--- src/rtl/tile_write_scheduler.sv ---
// Single write-port owner for the tile RAM: round-robin arbitration between two
// requesters plus a full-screen fill engine that preempts both.
module tile_write_scheduler #(
    parameter int RAM_DATA_WIDTH = 7,
    parameter int RAM_ADDR_WIDTH = 9,
    parameter int TILE_COUNT     = 300
) (
    input  logic                      clk_i,
    input  logic                      rst_i,
    input  logic [1:0]                req_i,
    input  logic [RAM_ADDR_WIDTH-1:0] addr0_i,
    input  logic [RAM_DATA_WIDTH-1:0] data0_i,
    input  logic [RAM_ADDR_WIDTH-1:0] addr1_i,
    input  logic [RAM_DATA_WIDTH-1:0] data1_i,
    output logic [1:0]                gnt_o,
    input  logic                      fill_start_i,
    input  logic [RAM_DATA_WIDTH-1:0] fill_data_i,
    output logic                      busy_o,
    output logic                      fill_done_o,
    output logic                      err_o,
    output logic                      we_o,
    output logic [RAM_ADDR_WIDTH-1:0] write_addr_o,
    output logic [RAM_DATA_WIDTH-1:0] data_o
);

    typedef enum logic {ARB, FILL} state_t;

    localparam logic [RAM_ADDR_WIDTH-1:0] LAST_TILE = RAM_ADDR_WIDTH'(TILE_COUNT - 1);
    localparam logic [RAM_ADDR_WIDTH-1:0] ONE       = RAM_ADDR_WIDTH'(1);

    state_t                    state;
    state_t                    state_next;
    logic                      last;
    logic [RAM_ADDR_WIDTH-1:0] cnt;
    logic [RAM_ADDR_WIDTH-1:0] cnt_inc;
    logic [1:0]                gnt;
    logic                      start;
    logic [RAM_ADDR_WIDTH-1:0] sel_addr;
    logic [RAM_DATA_WIDTH-1:0] sel_data;

    assign gnt_o   = gnt;
    assign cnt_inc = cnt + ONE;

    // Grant is combinational so a requester sees acceptance in the cycle it asks;
    // `last` records which requester won most recently (1 = requester 1).
    always_comb begin
        gnt        = 2'b00;
        start      = 1'b0;
        state_next = state;
        case (state)
            ARB: begin
                if (!rst_i) begin
                    if (fill_start_i) begin
                        start      = 1'b1;
                        state_next = FILL;
                    end else begin
                        case (req_i)
                            2'b01:   gnt = 2'b01;
                            2'b10:   gnt = 2'b10;
                            2'b11:   gnt = last ? 2'b01 : 2'b10;
                            default: gnt = 2'b00;
                        endcase
                    end
                end
            end
            FILL: begin
                if (cnt == LAST_TILE) state_next = ARB;
            end
            default: state_next = ARB;
        endcase
    end

    always_comb begin
        sel_addr = addr0_i;
        sel_data = data0_i;
        if (gnt[1]) begin
            sel_addr = addr1_i;
            sel_data = data1_i;
        end
    end

    // cnt tracks the fill address currently presented on write_addr_o.
    always_ff @(posedge clk_i or posedge rst_i) begin
        if (rst_i) begin
            state        <= ARB;
            last         <= 1'b1;
            cnt          <= '0;
            we_o         <= 1'b0;
            busy_o       <= 1'b0;
            fill_done_o  <= 1'b0;
            err_o        <= 1'b0;
            write_addr_o <= '0;
            data_o       <= '0;
        end else begin
            state       <= state_next;
            we_o        <= 1'b0;
            err_o       <= 1'b0;
            fill_done_o <= 1'b0;
            case (state)
                ARB: begin
                    if (start) begin
                        busy_o       <= 1'b1;
                        we_o         <= 1'b1;
                        write_addr_o <= '0;
                        data_o       <= fill_data_i;
                        cnt          <= '0;
                        fill_done_o  <= (LAST_TILE == '0);
                    end else if (gnt != 2'b00) begin
                        last <= gnt[1];
                        if (sel_addr <= LAST_TILE) begin
                            we_o         <= 1'b1;
                            write_addr_o <= sel_addr;
                            data_o       <= sel_data;
                        end else begin
                            err_o <= 1'b1;
                        end
                    end
                end
                FILL: begin
                    if (cnt == LAST_TILE) begin
                        busy_o <= 1'b0;
                        cnt    <= '0;
                    end else begin
                        we_o         <= 1'b1;
                        write_addr_o <= cnt_inc;
                        cnt          <= cnt_inc;
                        fill_done_o  <= (cnt_inc == LAST_TILE);
                    end
                end
                default: busy_o <= 1'b0;
            endcase
        end
    end

endmodule

--- config.mk ---
export PLATFORM = sky130hd
export DESIGN_NAME = tile_write_scheduler
export DESIGN_NICKNAME = d
export VERILOG_FILES = /design/src/rtl/tile_write_scheduler.sv
export SDC_FILE = /design/constraint.sdc
export NUM_CORES = 1
export LEC_CHECK = 0
export CORE_MARGIN = 4
export CORE_UTILIZATION = 48
export DETAILED_ROUTE_END_ITERATION = 8
export HOLD_SLACK_MARGIN = 0.08
export PLACE_DENSITY = 0.89
export SLEW_MARGIN = 15
export SYNTH_ARGS = -nofsm -noshare
export SYNTH_HDL_FRONTEND = slang
export SYNTH_SLANG_ARGS = --single-unit
--- constraint.sdc ---
create_clock -name clk_i -period 2.9 [get_ports clk_i]
set_input_delay 0.29 -clock clk_i [delete_from_list [all_inputs] [get_ports clk_i]]
set_output_delay 0.29 -clock clk_i [all_outputs]
set_load 0.01 [all_outputs]
## Yosys cells after proc, flatten, opt, wreduce, memory -nomap -nowiden

Index checks and enable logic that the tools add are counted.

| storage, ports and cells | value |
|---|---|
| bits in registers | 31 |
| bits of input ports | 44 |

| cells by class | value |
|---|---|
| add/sub/neg operators | 1 |
| magnitude comparators | 1 |
| equality and inequality tests | 10 |
| mux-type cells | 36 |
| bitwise operators | 2 |
| reductions and logical operators | 7 |

Operator list:

| kind | count |
|---|---|
| $mux W9 | 7 |
| $pmux W9 S2 | 2 |
| $mux W7 | 4 |
| $eq A9 B9 Y1 const B | 2 |
| $mux W1 | 14 |
| $add A9 B1 Y9 const B | 1 |
| $le A9 B9 Y1 const B | 1 |
| $reduce_and A3 Y1 | 3 |
| $mux W2 | 4 |
| $pmux W1 S2 | 4 |
| $ne A3 B3 Y1 const B | 2 |
| $pmux W2 S3 | 1 |
| $reduce_bool A2 Y1 | 3 |
| $eq A2 B2 Y1 const B | 2 |
| $ne A2 B2 Y1 const B | 2 |
| $eq A2 B1 Y1 const B | 1 |
| $ne A2 B1 Y1 const B | 1 |
| $not A1 Y1 | 2 |
| $reduce_and A2 Y1 | 1 |

## Longest topological paths before layout

Gate-level depths: netlist of run 1.

| logic depth | value |
|---|---|
| word-level depth | 11 |
| mapped depth | 8 |
| depth with buffers taken out | 6 |

## Worst setup path after synthesis of run 1

Ideal clock, no wire load.

| timing path | value |
|---|---|
| path kind | input to register |
| start | input port rst_i |
| end | register write_addr_o[0] |
| arrival | 1.938 ns |
| required time | 2.775 ns |
| path slack | 0.837 ns |
| cell stages on the path | 6 |
| buffers on the path | 1 |
| cells stage by stage | inv_1 a21oi_2 a21oi_2 or2_1 buf_6 mux2_4 |

| on the way | value |
|---|---|
| longest elaborated chain between the ends | 7 |
| elaborated cells on any way between the ends | 14 |

RTL lines:

| element | line | source |
|---|---|---|
| start: declaration | 9 | `input logic rst_i,` |
| branches (longest 7 deep; another with $le A9 B9 Y1) | -- |  |
| end signal: assignment | 112 | `write_addr_o <= sel_addr;` |
| end signal: assignment | 125 | `write_addr_o <= cnt_inc;` |
| end: declaration | 22 | `output logic [RAM_ADDR_WIDTH-1:0] write_addr_o,` |

Parallel ways; which one is timed is not known. The select of a mux whose other input is x is not followed.
A chain may end at the register's enable or synchronous reset.

## Worst setup path in the final report of run 1

| timing path | value |
|---|---|
| start | register state |
| end | output port gnt_o[1] |

| on the way | value |
|---|---|
| longest elaborated chain between the ends | 1 |

RTL lines:

| element | line | source |
|---|---|---|
| start: declaration | 31 | `state_t state;` |
| start signal: assignment | 95 | `state <= state_next;` |
| $mux W2 | 50 | `case (state)` |
| end: declaration | 15 | `output logic [1:0] gnt_o,` |

Every way passes these cells.

==> results.md, run 1 <==
* Status: completed
* Hold Slack at 0.475 ns
* Setup TNS at 0 ns
* Sw Ratio at 0.341
* Clock Sinks at 31
* Final hold vios at 0
* Critical Path Source Type: flip-flop
* Max Slew Vio Count at 0
* Commonest non-fill, non-tap cells in the layout: clkdlybuf4s50_1 (65), dfrtp_1 (30), nand2_1 (21), nor2_1 (13), o22ai_1 (12)
* Routed Wire Length at 5170 um
* Max incr delay on CP at 0.54 ns
* Mux contribution to synthesized area at 0.124
* WL/cell at 17.4 um
* Post-synthesis cell type count at 37
* Layout cell share with drive strength beyond 1 at 0.116
* Compound-Gate Fraction of Synth Area at 0.181
* Mapped Nets at 230
* Antenna Cells at 0
* Hold Crit Endpoint: last
* CTS resizes at 0
* Die X at 69.6 um
* Critical Path End Type: output pin
* Initial Utilization at 0.498
* Cell Int Power at 0.00133 W
* IO Port Bufs at 65
* DPL Wire Length at 3900 um
* Peak supply drop at 0.000399 V
* R2r endpoint: write_addr_o[6]
* Max Freq at 404 MHz
* Mapped Area at 1820 sq um
* Cells along the critical path: nor3_1, nand3_1, buf_4, inv_2, clkdlybuf4s50_1
* Clock skew at 0.00445 ns
* Worst skew pair latency at 0.28 ns
* Cell area after layout at 2590 sq um
* Synth Instances at 184
* Leak Pwr at 1.15 nW
* Hold depth at 2
* CP max-delay cell: dfrtp_1
* Combinational power share at 0.445
* CTS tree: built
* Core Region at 3660 sq um
* Most common cell after layout, fill and taps aside: clkdlybuf4s50_1
* Remaining DRCs at 0
* Die Y at 69.6 um
* Cell Pwr Density at 777 nW/um^2
* Number of global-route vias before repair at 1,731
* First-pass GRT wire length at 8600 um
* CP arrival at 2.18 ns
* Postcts setup bufs at 0
* First DRT Iteration DRCs at 81
* Initial antenna violation count at 0
* Drt pass-1 iters at 4
* Syn. warnings at 0
* Max-cap violations at 0
* Overall routing resource usage at 0.222
* Worst Path Max Fanout at 19
* Worst-path clk slew at 0.07 ns
* Root Driver: clkbuf_8
* Reg2reg setup slack at 0.56 ns
* Synth Register Bits at 31
* FP Rows at 22
* Hold buffers post-CTS at 0
* Req. time, crit path at 2.61 ns
* H-tree depth at 2
* Simple logic cell fraction of the synthesized area at 0.177
* Crit path kind: reg2out
* Routed via count at 1,727
* Final RePlAce weighted congestion at 0.885
* Clk network pwr share at 0.171
* Hold Path Class: reg2reg
* Part of the Yosys area used for sequential elements at 0.427
* Period minus WS final at 2.47 ns
* Number of vias per cell at 5.80
* Worst Tran Pin Value at 0.618 ns
* Num CTS Buffers at 5
* Post-synthesis adder-cell area fraction at 0.0137
* HP Start: last
* I/O pins at 66
* Area of placed instances at 2500 sq um
* Sequential Power Share at 0.384
* Reg-to-Reg Start: cnt[0]
* XOR/XNOR share of the synthesized area at 0.0337
* Final worst-path cycle share at 0.853
* Largest family of logic cells by synthesized area: compound AO/OA/AOI/OAI gates
* Post-route ant nets at 0
* Final net count at 296
* Pin count of the biggest net entering global routing at 33
* Avg Cell Area, Syn at 9.90 sq um
* RSZ-0062 raised after global routing: no
* Die footprint at 4840 sq um
* Clock Tree Buf Depth at 2
* Endpoints failing setup at 0
* GRT overflow at 0
* Net Switching at 0.000688 W
* Slew HR at 0.587
* Syn-to-layout area delta at 42.3%
* Worst Reg2Reg Path Length in Cells at 6
metal layers:
layer | vias up | track usage | share of wire
li1 | 800 | - | -
met3 | 12 | 0.0652 | 0.048
met2 | 56 | 0.349 | 0.47
met1 | 859 | 0.296 | 0.46
met5 | - | 0 | 0
met4 | 0 | 0.0672 | 0.022
Yosys cell counts:
| cell | number | area (sq um) |
|---|---|---|
| a211oi_1 | 9 | 67.6 |
| a21boi_1 | 3 | 22.5 |
| a21o_1 | 1 | 7.51 |
| a21oi_1 | 2 | 10.0 |
| a21oi_2 | 2 | 17.5 |
| a22o_1 | 3 | 26.3 |
| and2_0 | 1 | 6.26 |
| and2_4 | 1 | 8.76 |
| and4bb_1 | 2 | 25.0 |
| buf_2 | 4 | 20.0 |
| buf_6 | 2 | 22.5 |
| clkbuf_1 | 4 | 15.0 |
| dfrtp_1 | 30 | 751 |
| dfstp_2 | 1 | 26.3 |
| ha_1 | 2 | 25.0 |
| inv_1 | 5 | 18.8 |
| inv_2 | 1 | 3.75 |
| mux2_4 | 9 | 135 |
| mux2i_1 | 9 | 90.1 |
| nand2_1 | 21 | 78.8 |
| nand2b_1 | 2 | 12.5 |
| nand3_1 | 7 | 35.0 |
| nand3_4 | 1 | 17.5 |
| nand4b_1 | 1 | 8.76 |
| nor2_1 | 13 | 48.8 |
| nor3_1 | 11 | 55.1 |
| nor4_2 | 1 | 12.5 |
| o21ai_0 | 8 | 40.0 |
| o21bai_2 | 1 | 11.3 |
| o22ai_1 | 12 | 75.1 |
| o22ai_2 | 1 | 12.5 |
| o2bb2ai_1 | 2 | 17.5 |
| o31ai_1 | 3 | 22.5 |
| or2_1 | 1 | 6.26 |
| or4_1 | 1 | 7.51 |
| xnor2_1 | 5 | 43.8 |
| xor2_1 | 2 | 17.5 |
power groups by stage:
| stage | combinational (W) | sequential, W | clock (W) |
|---|---|---|---|
| detailed placement | 0.000899 | 0.000773 | 0 |
| floorplan | 0.000512 | 0.000769 | 0 |
| global route | 0.000972 | 0.000795 | 0.000370 |
| global placement | 0.000872 | 0.000768 | 0 |
| CTS | 0.000902 | 0.000768 | 0.000351 |
| finish | 0.000896 | 0.000774 | 0.000345 |
cell families after synthesis:
logic type / Yosys count
multiplexers: 18
flip-flops: 31
buffers and inverters: 16
XOR/XNOR: 7
AND/OR/NAND/NOR: 63
AO/OA/AOI/OAI: 47
adder cells (fa/ha/maj): 2
metrics by stage:
step / worst slack, ns / util / total power (W) / cells
floorplan: 0.837 / - / 0.00128 / 184
global placement: 0.566 / 0.684 / 0.00164 / 291
detailed placement: 0.356 / 0.684 / 0.00167 / 291
CTS: 0.422 / 0.708 / 0.00202 / 298
global route: 0.311 / 0.708 / 0.00214 / 298
finish: 0.426 / 0.708 / 0.00201 / 298
worst max-delay path, delay by kind of cell (launching register included):
kind / cells / cell delay [ns]
AND/OR/NAND/NOR: 2 / 0.48
flip-flops: 1 / 0.54
buffers and inverters: 3 / 0.88
worst max path at each step:
stage / from / end / slack, ns / depth (start not counted)
2_1_floorplan: rst_i / write_addr_o[0] / 0.84 / 6
3_3_place_gp: fill_start_i / write_addr_o[5] / 0.57 / 6
3_5_place_dp: fill_start_i / data_o[0] / 0.36 / 7
4_1_cts: state / gnt_o[1] / 0.42 / 5
5_1_grt: state / gnt_o[1] / 0.31 / 5
6_report: state / gnt_o[1] / 0.43 / 5
area by class of cell:
cell class	instances	area, sq um
Clock buffer	6	82.6
Clock inverter	1	5.00
Fill cell	276	1070
Inverter	6	22.5
Multi-Input combinational cell	137	965
Sequential cell	31	777
Tap cell	48	60.1
Timing Repair Buffer	69	681
flip-flops by register name, summed over array words and instances, names as in the netlist:
| signal | count |
|---|---|
| cnt | 9 |
| we_o | 1 |
| fill_done_o | 1 |
| state | 1 |
| err_o | 1 |
| data_o | 7 |
| last | 1 |
| busy_o | 1 |
| write_addr_o | 9 |
(Power assumes the default switching activity.)
==> run 2: changes to the inputs <==
clock period = 2.92 ns   (was 2.9 ns; I/O delays follow)
==> results.md, run 2 (synthesized netlist as in run 1, its figures left out) <==
* Status: completed
* H-tree depth at 2
* Overall routing resource usage at 0.225
* Die Y at 69.6 um
* Final setup margin at 0.458 ns
* Leak Pwr at 1.15 nW
* Critical Path End Type: output pin
* Slew HR at 0.580
* Initial antenna violation count at 0
* Hold depth at 2
* Placed Instances at 291
* Period minus WS final at 2.46 ns
* Number of global-route vias before repair at 1,669
* Final RePlAce weighted congestion at 0.901
* CP arrival at 2.17 ns
* First-pass GRT wire length at 8540 um
* Final net count at 296
* Max incr delay on CP at 0.54 ns
* RSZ-0062 raised after global routing: no
* Cell Pwr Density at 773 nW/um^2
* Cells along the critical path: nor3_1, nand3_1, buf_4, inv_2, clkdlybuf4s50_1
* Endpoints failing setup at 0
* Commonest non-fill, non-tap cells in the layout: clkdlybuf4s50_1 (65), dfrtp_1 (30), nand2_1 (21), nor2_1 (13), o22ai_1 (12)
* Max-cap violations at 0
* Area of placed instances at 2500 sq um
* Hold Path Class: reg2reg
* Critical Path Source Type: flip-flop
* Peak supply drop at 0.000419 V
* Final hold vios at 0
* I/O pins at 66
* Remaining DRCs at 0
* Clock skew at 0.00654 ns
* DPL Wire Length at 3730 um
* Finished Layout Cells at 298
* WL/cell at 17.0 um
* Most common cell after layout, fill and taps aside: clkdlybuf4s50_1
* Clock Tree Buf Depth at 2
* Worst Reg2Reg Path Length in Cells at 6
* Die X at 69.6 um
* Reg2reg setup slack at 0.60 ns
* Num CTS Buffers at 5
* Antenna Cells at 0
* Worst-path clk slew at 0.07 ns
* Reg-to-Reg Start: cnt[0]
* GRT overflow at 0
* Routed Wire Length at 5060 um
* Core Region at 3660 sq um
* Worst skew pair latency at 0.29 ns
* Worst Tran Pin Value at 0.628 ns
* Hold Crit Endpoint: last
* Clock Sinks at 31
* Syn-to-layout area delta at 42.3%
* Root Driver: clkbuf_8
* Setup TNS at 0 ns
* Crit path kind: reg2out
* Largest regs: cnt: 9 flops, write_addr_o: 9 flops, data_o: 7 flops
* First DRT Iteration DRCs at 115
* Die footprint at 4840 sq um
* CTS tree: built
* Pin count of the biggest net entering global routing at 33
* Final worst-path cycle share at 0.843
* Layout cell share with drive strength beyond 1 at 0.116
* Postcts setup bufs at 0
* IO Port Bufs at 65
* Number of vias per cell at 5.60
* Max Slew Vio Count at 0
* HP Start: last
* CTS resizes at 0
* Routed via count at 1,669
* Initial Utilization at 0.498
* Req. time, crit path at 2.63 ns
* Worst Path Max Fanout at 19
* Max Freq at 406 MHz
* Post-route ant nets at 0
* R2r endpoint: write_addr_o[7]
* Drt pass-1 iters at 4
* FP Rows at 22
* CP max-delay cell: dfrtp_1
* Cell area after layout at 2590 sq um
* Setup WS pre-CTS at 0.473 ns
* Hold buffers post-CTS at 0
run 2: cell counts in the layout (fill, tap and decap cells not counted):
Identical to the previous run, type by type.
run 2: how the worst max path moves through the flow:
stage                 startpoint               to  slack, ns  cells past startpoint
floorplan                  rst_i  write_addr_o[0]       0.85                      6
global placement    fill_start_i  write_addr_o[5]       0.59                      6
detailed placement  fill_start_i        data_o[2]       0.47                      7
CTS                        state         gnt_o[1]       0.47                      5
global route               state         gnt_o[1]       0.35                      5
finish                     state         gnt_o[1]       0.46                      5
run 2: report_power, final:
group          leakage, nW  switching, W  total (W)  internal (W)
sequential           0.371      0.000166   0.000768      0.000602
clock               0.0470      0.000161   0.000346      0.000185
combinational        0.730      0.000358   0.000890      0.000531
total                 1.15      0.000686    0.00200       0.00132
run 2: per-layer routing:
metal  vias to the layer above  GRT usage  wire [um]
li1                        803          -          -
met1                       791      0.306       2270
met2                        68      0.342       2340
met3                         7     0.0681        375
met4                         0     0.0716         70
met5                         -          0          0
run 2: through the flow:
| step | power (W) | util | hold WS (ns) |
|---|---|---|---|
| final | 0.00200 | 0.708 | 0.488 |
| after global routing | 0.00213 | 0.708 | 0.494 |
| after CTS | 0.00201 | 0.708 | 0.487 |
| after detailed placement | 0.00166 | 0.684 | 0.470 |
| after global placement | 0.00163 | 0.684 | 0.456 |
| after floorplan | 0.00127 | - | 0.421 |
run 2: layout make-up:
type | instances | area (sq um)
multi-input cells | 137 | 965
inverters | 6 | 22.5
well taps | 48 | 60.1
clock buffers | 6 | 82.6
fillers | 260 | 1070
clock inverters | 1 | 5.00
repair buffers | 69 | 681
flip-flops and latches | 31 | 777
run 2: worst max-delay path: cells and delay by family, from the launching register on:
kind / cells / cell delay (ns)
and+or+nand+nor: 2 / 0.47
DFF: 1 / 0.54
buffers and inverters: 3 / 0.87
==> run 3: changes to the inputs <==
CORE_UTILIZATION = 40   (was 48)
PLACE_DENSITY = 0.8   (was 0.89)
clock period = 2.1 ns   (was 2.92 ns; I/O delays follow)
==> results.md, run 3 (synthesized netlist as in run 1, its figures left out) <==
* Status: completed
* Drt pass-1 iters at 4
* Pin count of the biggest net entering global routing at 20
* GRT overflow at 0
* Initial Utilization at 0.416
* Finished Layout Cells at 320
* Worst Path Buf+Inv at 4
* CP max-delay cell: clkdlybuf4s50_1
* Period minus WS final at 2.02 ns
* Final net count at 313
* Worst-path clk slew at 0.07 ns
* Endpoints failing setup at 0
* Layout cell share with drive strength beyond 1 at 0.183
* Family with the most delay on the worst path: buffers and inverters
* Max Freq at 494 MHz
* Worst skew pair latency at 0.29 ns
* Worst Reg2Reg Path Length in Cells at 7
* CP arrival at 1.81 ns
* First DRT Iteration DRCs at 91
* CP Depth at 6
* Crit path top cell by count: clkdlybuf4s50_1
* I/O pins at 66
* Critical Path Source Type: input port
* Cell area after layout at 2780 sq um
* Slew HR at 0.607
* Cells along the critical path: clkdlybuf4s50_1, nor3_2, buf_4, nand3_1, inv_1, clkdlybuf4s50_1
* Critical Path End Type: output pin
* Number of global-route vias before repair at 1,693
* Antenna Cells at 0
* WL/cell at 16.3 um
* Final RePlAce weighted congestion at 0.937
* Area of placed instances at 2640 sq um
* Hold depth at 2
* Clock Sinks at 31
* DPL Wire Length at 3970 um
* Die footprint at 5700 sq um
* Num CTS Buffers at 5
* Cell Pwr Density at 1070 nW/um^2
* Max incr delay on CP at 0.54 ns
* Syn-to-layout area delta at 52.8%
* Worst Path Max Fanout at 3
* Commonest non-fill, non-tap cells in the layout: clkdlybuf4s50_1 (64), dfrtp_1 (30), nand2_1 (21), buf_4 (19), nor2_1 (13)
* Number of vias per cell at 5.34
* Crit path kind: in2out
* CTS tree: built
* M3 GR Usage at 0.0462
* Hold buffers post-CTS at 0
* H-tree depth at 2
* Clock Tree Buf Depth at 2
* Final worst-path cycle share at 0.964
* FP Rows at 24
* Post-route ant nets at 0
* Final hold vios at 0
* # fillers at 355
* Remaining DRCs at 0
* Max Slew Vio Count at 0
* IO Port Bufs at 65
* Met1 Use GR at 0.248
* Routed Wire Length at 5200 um
* First-pass GRT wire length at 8160 um
* RSZ-0062 raised after global routing: no
* Hold Path Class: reg2reg
* Final Power at 0.00299 W
* Worst Tran Pin Value at 0.589 ns
* Largest regs: cnt: 9 flops, write_addr_o: 9 flops, data_o: 7 flops
* Busiest grt layer: met2
* Die Y at 75.5 um
* Max-cap violations at 0
* Initial antenna violation count at 0
* Placed Instances at 311
* Met2 Resource Use GR at 0.316
* Peak supply drop at 0.000558 V
* Die X at 75.5 um
* Clock skew at 0.00735 ns
* Core Region at 4380 sq um
* Req. time, crit path at 1.89 ns
* Most common cell after layout, fill and taps aside: clkdlybuf4s50_1
* Overall routing resource usage at 0.190
* Root Driver: clkbuf_8
* Routed via count at 1,709
* Leak Pwr at 1.27 nW
==> run 3: cell types whose count changed in the layout (fill, tap and decap cells not counted), sizes merged <==
| cell | previous run | this run |
|---|---|---|
| buf | 4 | 21 |
| bufinv | 0 | 1 |
| clkdlybuf4s50 | 65 | 64 |
| dlymetal6s2s | 0 | 1 |
==> run 3: final timing paths <==
kind	startpoint	endpoint	slack, ns
worst max-delay path	rst_i	gnt_o[0]	0.08
worst min-delay path	last	last	0.47
worst max register to register	cnt[1]	write_addr_o[8]	0.12
worst min register to register	last	last	0.47
max in group asynchronous	rst_i	last	1.31
min in group asynchronous	rst_i	state	0.49
==> run 3: power by group <==
group / internal [W] / total [W] / switching [W]
logic: 0.000807 / 0.00136 / 0.000551
clock network: 0.000384 / 0.000612 / 0.000228
registers: 0.000837 / 0.00102 / 0.000186
total: 0.00203 / 0.00299 / 0.000965
==> run 3: layer usage <==
metal,wire [um],share of wire
met2,2500,0.48
met4,44,0.0085
met3,336,0.065
met1,2320,0.45
met5,0,0
==> run 3: through the flow <==
| stage | TNS, ns | util | worst slack, ns | hold slack (ns) |
|---|---|---|---|---|
| floorplan | 0 | - | 0.117 | 0.339 |
| global placement | -0.352 | 0.603 | -0.0493 | 0.458 |
| detailed placement | -1.65 | 0.603 | -0.183 | 0.456 |
| CTS | 0 | 0.631 | 0.0214 | 0.472 |
| global route | 0 | 0.635 | 0.00232 | 0.494 |
| finish | 0 | 0.635 | 0.0761 | 0.469 |
==> run 3: timing repair <==
| item | in CTS | in global routing |
|---|---|---|
| cloned | 0 | 0 |
| buffers inserted | 0 | 1 |
| setup endpoints to repair | 1 | 1 |
| hold endpoints to repair | 0 | 0 |
| pin swaps | 0 | 2 |
| gates resized for setup | 1 | 3 |
==> run 3: cell type report <==
cell class                      instances  area, sq um  area share
Inverter                                6         22.5     0.00809
Multi-Input combinational cell        137          975       0.350
Sequential cell                        31          777       0.279
Clock buffer                            6         82.6      0.0297
Clock inverter                          2         35.0      0.0126
Timing Repair Buffer                   86          827       0.297
Tap cell                               52         65.1      0.0234
==> run 3: worst reg2reg max path, stage by stage, from the launching register on <==
cell and delay [ns]:
dfrtp_1 0.43, ha_1 0.24, and4bb_1 0.24, and2_4 0.18, a21oi_2 0.14, or2_1 0.18
buf_12 0.16, mux2_4 0.31
